==> src/rtl/aes_sched_pkg.sv <==
// Shared definitions for the masked AES-128 round scheduler.
//   sched_state_e : control FSM state encoding
//   RCON_INIT     : round constant used by round 1
//   RCON_POLY     : AES field reduction constant applied by xtime
//   xtime8()      : multiply-by-x in GF(2^8), the round constant update
package aes_sched_pkg;

    typedef enum logic [1:0] {
        ST_IDLE  = 2'd0,
        ST_LOAD  = 2'd1,
        ST_ROUND = 2'd2,
        ST_DONE  = 2'd3
    } sched_state_e;

    localparam logic [7:0] RCON_INIT = 8'h01;
    localparam logic [7:0] RCON_POLY = 8'h1b;

    function automatic logic [7:0] xtime8(input logic [7:0] x);
        return {x[6:0], 1'b0} ^ (x[7] ? RCON_POLY : 8'h00);
    endfunction

endpackage

==> src/rtl/aes_rcon_gen.sv <==
// AES-128 key schedule round constant register.
// Ports:
//   clk   in   clock
//   rst_n in   synchronous active-low reset, returns rcon to 0x01
//   init  in   reload 0x01 (wins over step)
//   step  in   advance rcon to xtime(rcon)
//   rcon  out  current round constant
module aes_rcon_gen
    import aes_sched_pkg::*;
(
    input  logic       clk,
    input  logic       rst_n,
    input  logic       init,
    input  logic       step,
    output logic [7:0] rcon
);

    logic [7:0] rcon_q;
    logic [7:0] rcon_d;

    always_comb begin
        rcon_d = rcon_q;
        if (init) begin
            rcon_d = RCON_INIT;
        end else if (step) begin
            rcon_d = xtime8(rcon_q);
        end
    end

    always_ff @(posedge clk) begin
        if (!rst_n) begin
            rcon_q <= RCON_INIT;
        end else begin
            rcon_q <= rcon_d;
        end
    end

    assign rcon = rcon_q;

endmodule

==> src/rtl/aes_round_sched.sv <==
// Control FSM sequencing the masked AES-128 round datapath.
// One encryption: accept shares (IDLE), load state/key (LOAD, one cycle),
// NROUNDS rounds of SBOX_LAT advancing cycles each (ROUND), then hold the
// result until the consumer takes it (DONE). A cycle without fresh
// randomness freezes the whole round datapath.
// Ports:
//   clk, rst_n          clock, synchronous active-low reset
//   in_valid / in_ready input shares handshake
//   rnd_valid / rnd_req fresh randomness available / requested (ROUND)
//   pipe_en             advance the masked S-box pipeline
//   en_load             state := pt ^ key, key := key_in
//   en_state / en_key   commit round output and next round key
//   mix_bypass          last round, skip MixColumns
//   rcon                round constant for the key schedule
//   round               current round index, 0 when idle
//   out_valid/out_ready ciphertext shares handshake
module aes_round_sched
    import aes_sched_pkg::*;
#(
    parameter int NROUNDS  = 10,
    parameter int SBOX_LAT = 4,
    parameter int CW       = 4
) (
    input  logic          clk,
    input  logic          rst_n,
    input  logic          in_valid,
    output logic          in_ready,
    input  logic          rnd_valid,
    output logic          rnd_req,
    output logic          pipe_en,
    output logic          en_load,
    output logic          en_state,
    output logic          en_key,
    output logic          mix_bypass,
    output logic [7:0]    rcon,
    output logic [CW-1:0] round,
    output logic          out_valid,
    input  logic          out_ready
);

    localparam int CYC_W = (SBOX_LAT > 1) ? $clog2(SBOX_LAT) : 1;
    localparam logic [CYC_W-1:0] CYC_LAST   = CYC_W'(SBOX_LAT - 1);
    localparam logic [CW-1:0]    ROUND_LAST = CW'(NROUNDS);

    sched_state_e   state_q, state_d;
    logic [CW-1:0]  round_q, round_d;
    logic [CYC_W-1:0] cyc_q, cyc_d;

    logic in_ready_q, in_ready_d;
    logic en_load_q, en_load_d;
    logic rnd_req_q, rnd_req_d;
    logic mix_bypass_q, mix_bypass_d;
    logic out_valid_q, out_valid_d;

    logic advance;
    logic commit;
    logic rcon_init;
    logic rcon_step;

    // The pipeline only moves in ROUND with fresh randomness; rst_n gates it
    // so that a reset cycle never lets a half-round commit slip through.
    assign advance = rst_n && (state_q == ST_ROUND) && rnd_valid;
    assign commit  = advance && (cyc_q == CYC_LAST);

    always_comb begin
        state_d   = state_q;
        round_d   = round_q;
        cyc_d     = cyc_q;
        rcon_init = 1'b0;
        rcon_step = 1'b0;

        unique case (state_q)
            ST_IDLE: begin
                if (in_valid && in_ready_q) begin
                    state_d = ST_LOAD;
                end
            end
            ST_LOAD: begin
                state_d   = ST_ROUND;
                round_d   = CW'(1);
                cyc_d     = '0;
                rcon_init = 1'b1;
            end
            ST_ROUND: begin
                if (commit) begin
                    cyc_d = '0;
                    if (round_q == ROUND_LAST) begin
                        state_d = ST_DONE;
                    end else begin
                        round_d   = round_q + CW'(1);
                        rcon_step = 1'b1;
                    end
                end else if (advance) begin
                    cyc_d = cyc_q + CYC_W'(1);
                end
            end
            ST_DONE: begin
                if (out_valid_q && out_ready) begin
                    state_d   = ST_IDLE;
                    round_d   = '0;
                    rcon_init = 1'b1;
                end
            end
            default: begin
                state_d = ST_IDLE;
            end
        endcase

        // in_ready follows the state one cycle late, so the first IDLE cycle
        // after reset or after DONE never accepts; it also drops the cycle
        // after an accept so a held in_valid cannot double-accept.
        in_ready_d   = (state_q == ST_IDLE) && !(in_valid && in_ready_q);
        en_load_d    = (state_d == ST_LOAD);
        rnd_req_d    = (state_d == ST_ROUND);
        mix_bypass_d = (state_d == ST_ROUND) && (round_d == ROUND_LAST);
        out_valid_d  = (state_d == ST_DONE);
    end

    always_ff @(posedge clk) begin
        if (!rst_n) begin
            state_q      <= ST_IDLE;
            round_q      <= '0;
            cyc_q        <= '0;
            in_ready_q   <= 1'b0;
            en_load_q    <= 1'b0;
            rnd_req_q    <= 1'b0;
            mix_bypass_q <= 1'b0;
            out_valid_q  <= 1'b0;
        end else begin
            state_q      <= state_d;
            round_q      <= round_d;
            cyc_q        <= cyc_d;
            in_ready_q   <= in_ready_d;
            en_load_q    <= en_load_d;
            rnd_req_q    <= rnd_req_d;
            mix_bypass_q <= mix_bypass_d;
            out_valid_q  <= out_valid_d;
        end
    end

    aes_rcon_gen u_rcon (
        .clk   (clk),
        .rst_n (rst_n),
        .init  (rcon_init),
        .step  (rcon_step),
        .rcon  (rcon)
    );

    assign in_ready   = in_ready_q;
    assign en_load    = en_load_q;
    assign rnd_req    = rnd_req_q;
    assign mix_bypass = mix_bypass_q;
    assign out_valid  = out_valid_q;
    assign round      = round_q;
    assign pipe_en    = advance;
    assign en_state   = commit;
    assign en_key     = commit;

endmodule

==> config.mk <==
export PLATFORM = sky130hd
export DESIGN_NAME = aes_round_sched
export DESIGN_NICKNAME = d
export VERILOG_FILES = /design/src/rtl/aes_sched_pkg.sv /design/src/rtl/aes_rcon_gen.sv /design/src/rtl/aes_round_sched.sv
export SDC_FILE = /design/constraint.sdc
export NUM_CORES = 1
export LEC_CHECK = 0
export CORE_ASPECT_RATIO = 1.5
export CORE_MARGIN = 4
export CORE_UTILIZATION = 47
export DETAILED_ROUTE_END_ITERATION = 10
export GPL_TIMING_DRIVEN = 0
export PLACE_DENSITY = 0.77
export SLEW_MARGIN = 20
export SYNTH_ARGS = -nofsm -noshare
export SYNTH_HDL_FRONTEND = slang
export SYNTH_SLANG_ARGS = --single-unit
==> constraint.sdc <==
create_clock -name clk -period 2.1 [get_ports clk]
set_input_delay 0.21 -clock clk [delete_from_list [all_inputs] [get_ports clk]]
set_output_delay 0.21 -clock clk [all_outputs]
set_load 0.005 [all_outputs]
# Word-level counts from Yosys, hierarchy flattened
# Cells that the tools add are included.
# word_totals
ff_bits	21
input_bits	5
# op_classes
reduce_logical	12
n_eq_ne	10
bitwise_logic	2
n_mux	18
n_addsub	2
# ops
operator	count
$mux 2	6
$mux 4	3
$pmux 4 s3	1
$eq 2x2->1 const B	5
$eq 4x4->1 const B	2
$pmux 2 s4	1
$xor 8x8->8	1
$logic_and 1x1->1	7
$mux 5	1
$add 4x1->4 const B	1
$eq 2x1->1 const B	2
$mux 1	4
$pmux 2 s2	1
$ne 3x3->1 const B	1
$add 2x1->2 const B	1
$logic_not 2->1	1
$pmux 1 s2	1
$reduce_and 2->1	1
$reduce_bool 2->1	1
$reduce_or 2->1	1
$logic_not 1->1	1
$not 1->1	1

# Depth between registers and ports, before layout
# Gate-level depths: netlist (run 1).
# depth
ltp_word	8
ltp_mapped	7

# Modules after synthesis
# A second synthesis (run 1) with hierarchy kept.
# unflattened
hier_cells	116
hier_area_um2	1049.8
# by_module_without_submodules
mod	cells_each	instances	area_per_inst_um2	seq_area_each_um2
aes_round_sched	85	1	714.4	260.2
aes_rcon_gen	31	1	335.3	160.2

# Worst setup path after synthesis (run 1)
# No wires, ideal clock.
# synth_timing
kind	register to register
startpoint	register round_q[0] (netlist: round[0])
endpoint	register mix_bypass_q (netlist: mix_bypass)
t_arrival_ps	1667
path_stages_with_launch	8
period_less_slack_ps	1754
slack_ps	346
setup_ps	87
t_required_ps	2013
cell_sequence	dfxtp_1 > inv_1 > ha_1 > and3b_1 > or3_1 > buf_2 > a21o_1 > nor4b_2
# synth_via
elab_chain_len	6
# synth_lines
element	line_no	source
start, declared	aes_round_sched.sv:46	logic [CW-1:0] round_q, round_d;
start signal, assigned	aes_round_sched.sv:131	round_q <= round_d;
$add 4x1->4 or $eq 4x4->1 (tied branches)	aes_round_sched.sv:90, aes_round_sched.sv:87	
$mux 4 or $mux 2 (tied branches)	aes_round_sched.sv:87	if (round_q == ROUND_LAST) begin
$mux 4 or $mux 2 (tied branches)	aes_round_sched.sv:85	if (commit) begin
$pmux 4 s3 or $pmux 2 s4 (tied branches)	aes_round_sched.sv:72	unique case (state_q)
$eq 4x4->1 or $eq 2x2->1 (tied branches)	aes_round_sched.sv:115	mix_bypass_d = (state_d == ST_ROUND) && (round_d == ROUND_LAST);
$logic_and 1x1->1 *	aes_round_sched.sv:115	
end signal, assigned	aes_round_sched.sv:136	mix_bypass_q <= mix_bypass_d;
end, declared	aes_round_sched.sv:52	logic mix_bypass_q, mix_bypass_d;
# Every way passes the cells marked *; elsewhere a longest branch is shown, timed or not.
# A chain may end at the register's enable or synchronous reset.

# Final worst setup path (run 1)
# layout_timing
startpoint	input port rnd_valid
endpoint	output port en_state
# layout_via
elab_chain_len	2
# layout_lines
element	line_no	source
start, declared	aes_round_sched.sv:28	input logic rnd_valid,
$logic_and 1x1->1	aes_round_sched.sv:62	assign advance = rst_n && (state_q == ST_ROUND) && rnd_valid;
$logic_and 1x1->1	aes_round_sched.sv:63	assign commit = advance && (cyc_q == CYC_LAST);
end, declared	aes_round_sched.sv:32	output logic en_state,
# No other way between the ends.

==> impl_metrics.json, run 1 <==
{
  "path_class": "input port to output port",
  "syn_inst": 114,
  "postCtsSetupRepairBufs": 0,
  "finalNonFillerCells": 163,
  "vias_per_cell": 5.613,
  "drc": 0,
  "start_util_pct": 49.81,
  "ant_nets": 0,
  "grt_setup_unrepaired": "no",
  "cts.htree.levels": 1,
  "slew_headroom_pct": 61.81,
  "hp-class": "input port to flop",
  "wl_per_cell_um": 13.31,
  "timing.hold.ws_ns": 0.1854,
  "antenna_found_initial": 0,
  "postCtsHoldBufs": 0,
  "cp_slowest_cell": "clkdlybuf4s50_1",
  "layout_commonest_cell": "clkdlybuf4s50_1",
  "fp.dieH_um": 64.77,
  "clock.fmax_mhz": 500.0,
  "ir_drop_v": 0.0005770,
  "crit_chain": "clkdlybuf4s50_1 > nand4b_4 > nor2_1 > buf_4 > clkdlybuf4s50_1",
  "skew_ns": 0.003645,
  "cts-root-buf": "clkbuf_4",
  "post-route-util_pct": 64.57,
  "final-setup-viol-count": 0,
  "yosysSeqAreaShare_pct": 41.64,
  "min-delay-start": "rst_n",
  "synth_area_per_cell_um2": 8.857,
  "hold_viol_final": 0,
  "finalCritPeriodShare_pct": 95.25,
  "syn2layout_area_growth_pct": 29.62,
  "dp.cells": 159,
  "layout_min_cycle_time_ns": 2.000,
  "r2r-start": "round[0]$_SDFF_PN0_",
  "place_hpwl_mm": 1.687,
  "synth_nets": 122,
  "start_kind": "input port",
  "worst_slew_pin_slew_ns": 0.5691,
  "crit_family": "buffers and inverters",
  "met2_usage_pct": 27.93,
  "diodes": 0,
  "critPathBufInv": 3,
  "yosysWarnings": 0,
  "ff2ff_path_depth": 7,
  "drive_gt1_share_pct": 12.77,
  "tritoncts": "built",
  "clock_sinks": 21,
  "power_leakage_nw": 0.5038,
  "synth_cell_types": 39,
  "num_rows": 20,
  "cpPeakStageDelay_ns": 0.60,
  "min_path_cells": 2,
  "post_cts_resize_count": 1,
  "worstPathMaxFanout": 9,
  "dieWidth_um": 45.85,
  "worst_path_most_repeated_cell": "clkdlybuf4s50_1",
  "syn-cell-area_um2": 1010,
  "drt_iter0_markers": 26,
  "cp.arrival_ns": 1.79,
  "grt-busiest-layer": "met2",
  "drv_slew": 0,
  "gp_congestion": 0.7997,
  "track_usage_pct": 16.23,
  "fin_tns_setup_ns": 0,
  "reg2reg_slack_ns": 0.14,
  "io_buffers": 23,
  "synth_seq_cells": 21,
  "clock_latency_ns": 0.30,
  "r2r-end": "mix_bypass$_SDFF_PN0_",
  "clk_pin_slew_ns": 0.12,
  "clock_path_buffers": 2,
  "cp_data_required_time_ns": 1.89,
  "cts_buffers": 3,
  "grt_use_met3_pct": 3.056,
  "layout_common_cells": "23 x clkdlybuf4s50_1, 20 x dfxtp_1, 12 x nand2_1",
  "hold_end": "state_q[1]$_SDFF_PN0_",
  "final_nets": 150,
  "grt_pass1_wl_mm": 3.650,
  "wl_mm": 2.169,
  "p_per_area_nw_per_um2": 731.9,
  "outcome": "completed",
  "core_area_um2": 2027,
  "maxCapViolations": 0,
  "grt_max_degree": 13,
  "critical_path.endpoint_type": "output port",
  "drt_first_pass_iters": 4,
  "grt_pass1_vias": 889,
  "grt_overflow": 0,
  "pin_count": 25,
  "grt_util_met1_pct": 17.53,
  "vias": 915,
  "die_area_um2": 2969
}
## worst max path at each step
stage	start	to	slack [ns]	cells after the start
floorplan	round[0]$_SDFF_PN0_	mix_bypass$_SDFF_PN0_	0.35	7
global placement	rnd_valid	mix_bypass$_SDFF_PN0_	0.05	6
detailed placement	rnd_valid	mix_bypass$_SDFF_PN0_	0.02	6
CTS	cyc_q[0]$_SDFFE_PN0P_	en_state	0.06	5
global route	rnd_valid	en_state	0.006	5
finish	rnd_valid	en_state	0.1	5
## metal layers
layer	share of wire, %	vias up
met5	0	-
met4	2.2	0
met3	4.7	4
met2	51	21
met1	42	428
li1	-	462
## registers in the layout, summed over array words and instances (netlist names), 2 cells and up
signal       cells
cyc_q            2
round            4
state_q          2
u_rcon.rcon      8
## metrics by stage
| step | area (um2) | power, W | setup slack [ns] |
|---|---|---|---|
| 2_1_floorplan | 1010 | 0.0006629 | 0.3456 |
| 3_3_place_gp | 1267 | 0.0007634 | 0.04869 |
| 3_5_place_dp | 1267 | 0.0007739 | 0.02164 |
| 4_1_cts | 1297 | 0.0009671 | 0.06051 |
| 5_1_grt | 1309 | 0.001019 | 0.005639 |
| 6_report | 1309 | 0.0009578 | 0.09984 |
## final cells by class
cell class / instances / area [um2]
clock buffer: 3 / 22.52
tap: 22 / 27.53
timing repair buffer: 23 / 230.2
sequential: 21 / 421.7
inverter: 6 / 22.52
multi-input combinational: 80 / 540.5
fill: 195 / 718.2
buffer: 7 / 38.79
clock inverter: 1 / 5.005
## power breakdown
part / switching (W) / internal (W)
Sequential: 0.0000323 / 0.000440
Combinational: 0.000144 / 0.000148
Clock: 0.000123 / 0.0000711
Total: 0.000299 / 0.000659
## cells in the mapped netlist (all sizes together)
cell / n / area (um2)
o21ai: 3 / 15.01
nand4b: 1 / 23.77
nor4b: 1 / 15.01
o21bai: 1 / 7.510
nor2: 8 / 30.03
o21a: 1 / 7.510
nand3: 4 / 20.02
buf: 6 / 35.03
dfxtp: 21 / 420.4
and4bb: 1 / 12.51
a31oi: 1 / 6.260
nand2: 12 / 45.04
o41ai: 1 / 8.760
xnor2: 4 / 35.03
ha: 3 / 37.54
and3: 2 / 12.51
a21boi: 2 / 15.01
and2: 3 / 20.02
nand2b: 1 / 6.260
nand3b: 1 / 7.510
a21o: 1 / 7.510
o221a: 1 / 11.26
or3: 2 / 13.77
inv: 6 / 22.52
clkbuf: 1 / 3.750
o211ai: 1 / 7.510
a311oi: 1 / 8.760
a21oi: 9 / 45.04
nor3: 2 / 10.01
nand4: 2 / 12.51
a32o: 1 / 10.01
a211oi: 3 / 22.52
nor2b: 4 / 25.02
and3b: 1 / 8.760
a221o: 2 / 20.02
## logic make-up after synthesis
logic type	count (synthesis)	synth area share (%)
AO/OA/AOI/OAI	28	19.08
flip-flops	21	41.64
XOR/XNOR	4	3.469
AND/OR/NAND/NOR	45	26.02
buffers and inverters	13	6.071
adder cells (fa/ha/maj)	3	3.718
No activity file was read; power rests on OpenSTA's default activity.
==> inputs of run 2 (changes only) <==
- ABC_CLOCK_PERIOD_IN_PS: not set -> 2200
- clock period: 2.1 -> 2.2 ns (I/O delays scaled with it)
==> impl_metrics.json, run 2 (synthesis results as in run 1) <==
{
  "cts-root-buf": "clkbuf_4",
  "vias": 907,
  "dieWidth_um": 45.85,
  "ir_drop_v": 0.0005508,
  "reg2reg_slack_ns": 0.25,
  "gp_congestion": 0.7997,
  "core_area_um2": 2027,
  "hold_viol_final": 0,
  "final_nets": 150,
  "grt_pass1_wl_mm": 3.650,
  "ant_nets": 0,
  "layout_commonest_cell": "clkdlybuf4s50_1",
  "p_sw_share_pct": 31.25,
  "clock_sinks": 21,
  "clock.fmax_mhz": 493.3,
  "ff2ff_path_depth": 7,
  "critical_path.endpoint_type": "output port",
  "drt_iter0_markers": 24,
  "largest_reg_flops": 8,
  "internal-power_w": 0.0006276,
  "syn2layout_area_growth_pct": 28.50,
  "timing.hold.ws_ns": 0.1985,
  "io_buffers": 23,
  "worstSetupStartpoint": "cyc_q[0]$_SDFFE_PN0P_",
  "layout_min_cycle_time_ns": 2.027,
  "wl_per_cell_um": 13.26,
  "cp_data_required_time_ns": 1.98,
  "slew_headroom_pct": 61.81,
  "wl_mm": 2.162,
  "combPwrFrac_pct": 30.5,
  "start_kind": "flop",
  "power_frac_seq_pct": 49.1,
  "worst_slew_pin_slew_ns": 0.5691,
  "diodes": 0,
  "r2r-end": "mix_bypass$_SDFF_PN0_",
  "crit_end": "en_state",
  "p_clk_share_pct": 20.4,
  "layout_common_cells": "23 x clkdlybuf4s50_1, 21 x dfxtp_1, 12 x nand2_1",
  "hp-class": "input port to flop",
  "r2r-start": "round[0]$_SDFF_PN0_",
  "num_rows": 20,
  "power_leakage_nw": 0.5031,
  "drive_gt1_share_pct": 12.06,
  "outcome": "completed",
  "skew_ns": 0.002388,
  "worstPathMaxFanout": 6,
  "fp.dieH_um": 64.77,
  "finalNonFillerCells": 163,
  "drt_first_pass_iters": 4,
  "p_per_area_nw_per_um2": 703.6,
  "p_switching_w": 0.0002852,
  "cts_buffers": 3,
  "grt_overflow": 0,
  "clock_latency_ns": 0.30,
  "maxCapViolations": 0,
  "antenna_found_initial": 0,
  "clk_pin_slew_ns": 0.12,
  "path_class": "flop to output port",
  "drc": 0,
  "clock_path_buffers": 2,
  "cp.arrival_ns": 1.81,
  "die_area_um2": 2969,
  "postCtsSetupRepairBufs": 0,
  "grt_pass1_vias": 889,
  "start_util_pct": 49.81,
  "track_usage_pct": 16.23,
  "grt_setup_unrepaired": "no",
  "vias_per_cell": 5.564,
  "drv_slew": 0,
  "grt_max_degree": 13,
  "pin_count": 25,
  "dp.cells": 159,
  "cts.htree.levels": 1,
  "fin_tns_setup_ns": 0,
  "final-setup-viol-count": 0,
  "finalCritPeriodShare_pct": 92.14,
  "place_hpwl_mm": 1.687,
  "tritoncts": "built"
}
[run 2: cell counts in the layout (fill, tap and decap cells not counted)]
No cell type changed its count.
[run 2: how the worst min path moves through the flow]
stage                                      from  slack [ns]  cells past startpoint                     endpoint
floorplan                              in_valid        0.44                      2          in_ready$_SDFF_PN0_
global placement    u_rcon.rcon[5]$_SDFFE_PP0P_        0.45                      2  u_rcon.rcon[6]$_SDFFE_PP0P_
detailed placement  u_rcon.rcon[5]$_SDFFE_PP0P_        0.46                      2  u_rcon.rcon[6]$_SDFFE_PP0P_
CTS                                       rst_n        0.19                      2        state_q[1]$_SDFF_PN0_
global route                              rst_n        0.21                      2        state_q[1]$_SDFF_PN0_
finish                                    rst_n        0.20                      2        state_q[1]$_SDFF_PN0_
[run 2: final cells by class]
type | instances | area, um2
clock buffers | 3 | 22.52
clock inverters | 1 | 5.005
multi-input cells | 80 | 530.5
well taps | 22 | 27.53
inverters | 6 | 22.52
repair buffers | 23 | 230.2
fillers | 197 | 729.5
plain buffers | 7 | 38.79
flip-flops and latches | 21 | 420.4
[run 2: critical path, cell delays in order, from the launching register on]
cell	delay (ns)
dfxtp_1	0.38
ha_2	0.24
inv_1	0.12
nor2_1	0.15
buf_4	0.12
clkdlybuf4s50_1	0.49
[run 2: routing by layer]
layer / wire, um / global-route usage [%] / vias up
met5: 0 / 0 / -
met4: 48 / 8.897 / 0
met3: 92 / 3.056 / 4
met2: 1102 / 27.93 / 18
met1: 919 / 17.53 / 426
li1: - / - / 459
[run 2: power by group through the flow]
stage                     logic [W]  registers, W  clock network, W
final                      0.000278      0.000449          0.000186
after global routing       0.000313      0.000454          0.000202
after detailed placement   0.000281      0.000458                 0
after floorplan            0.000178      0.000454                 0
after global placement     0.000273      0.000456                 0
after CTS                  0.000281      0.000449          0.000192
[run 2: timing repair]
item	4_1_cts	5_1_grt
hold buffers	0	0
setup endpoints to repair	0	1
resized for setup	0	1
[run 2: through the flow]
step                util, %  setup WS [ns]  area, um2   power, W
floorplan                 -         0.4456       1010  0.0006327
global placement      62.53         0.1387       1267  0.0007287
detailed placement    62.53         0.1116       1267  0.0007387
CTS                   63.89        0.08877       1295  0.0009229
global route          64.01        0.02882       1297  0.0009694
finish                64.01         0.1729       1297  0.0009129
==> inputs of run 3 (changes only) <==
- GPL_ROUTABILITY_DRIVEN: not set -> 0
==> results of run 3 <==
Final layout, timing and power as in run 2 (identical DEF).
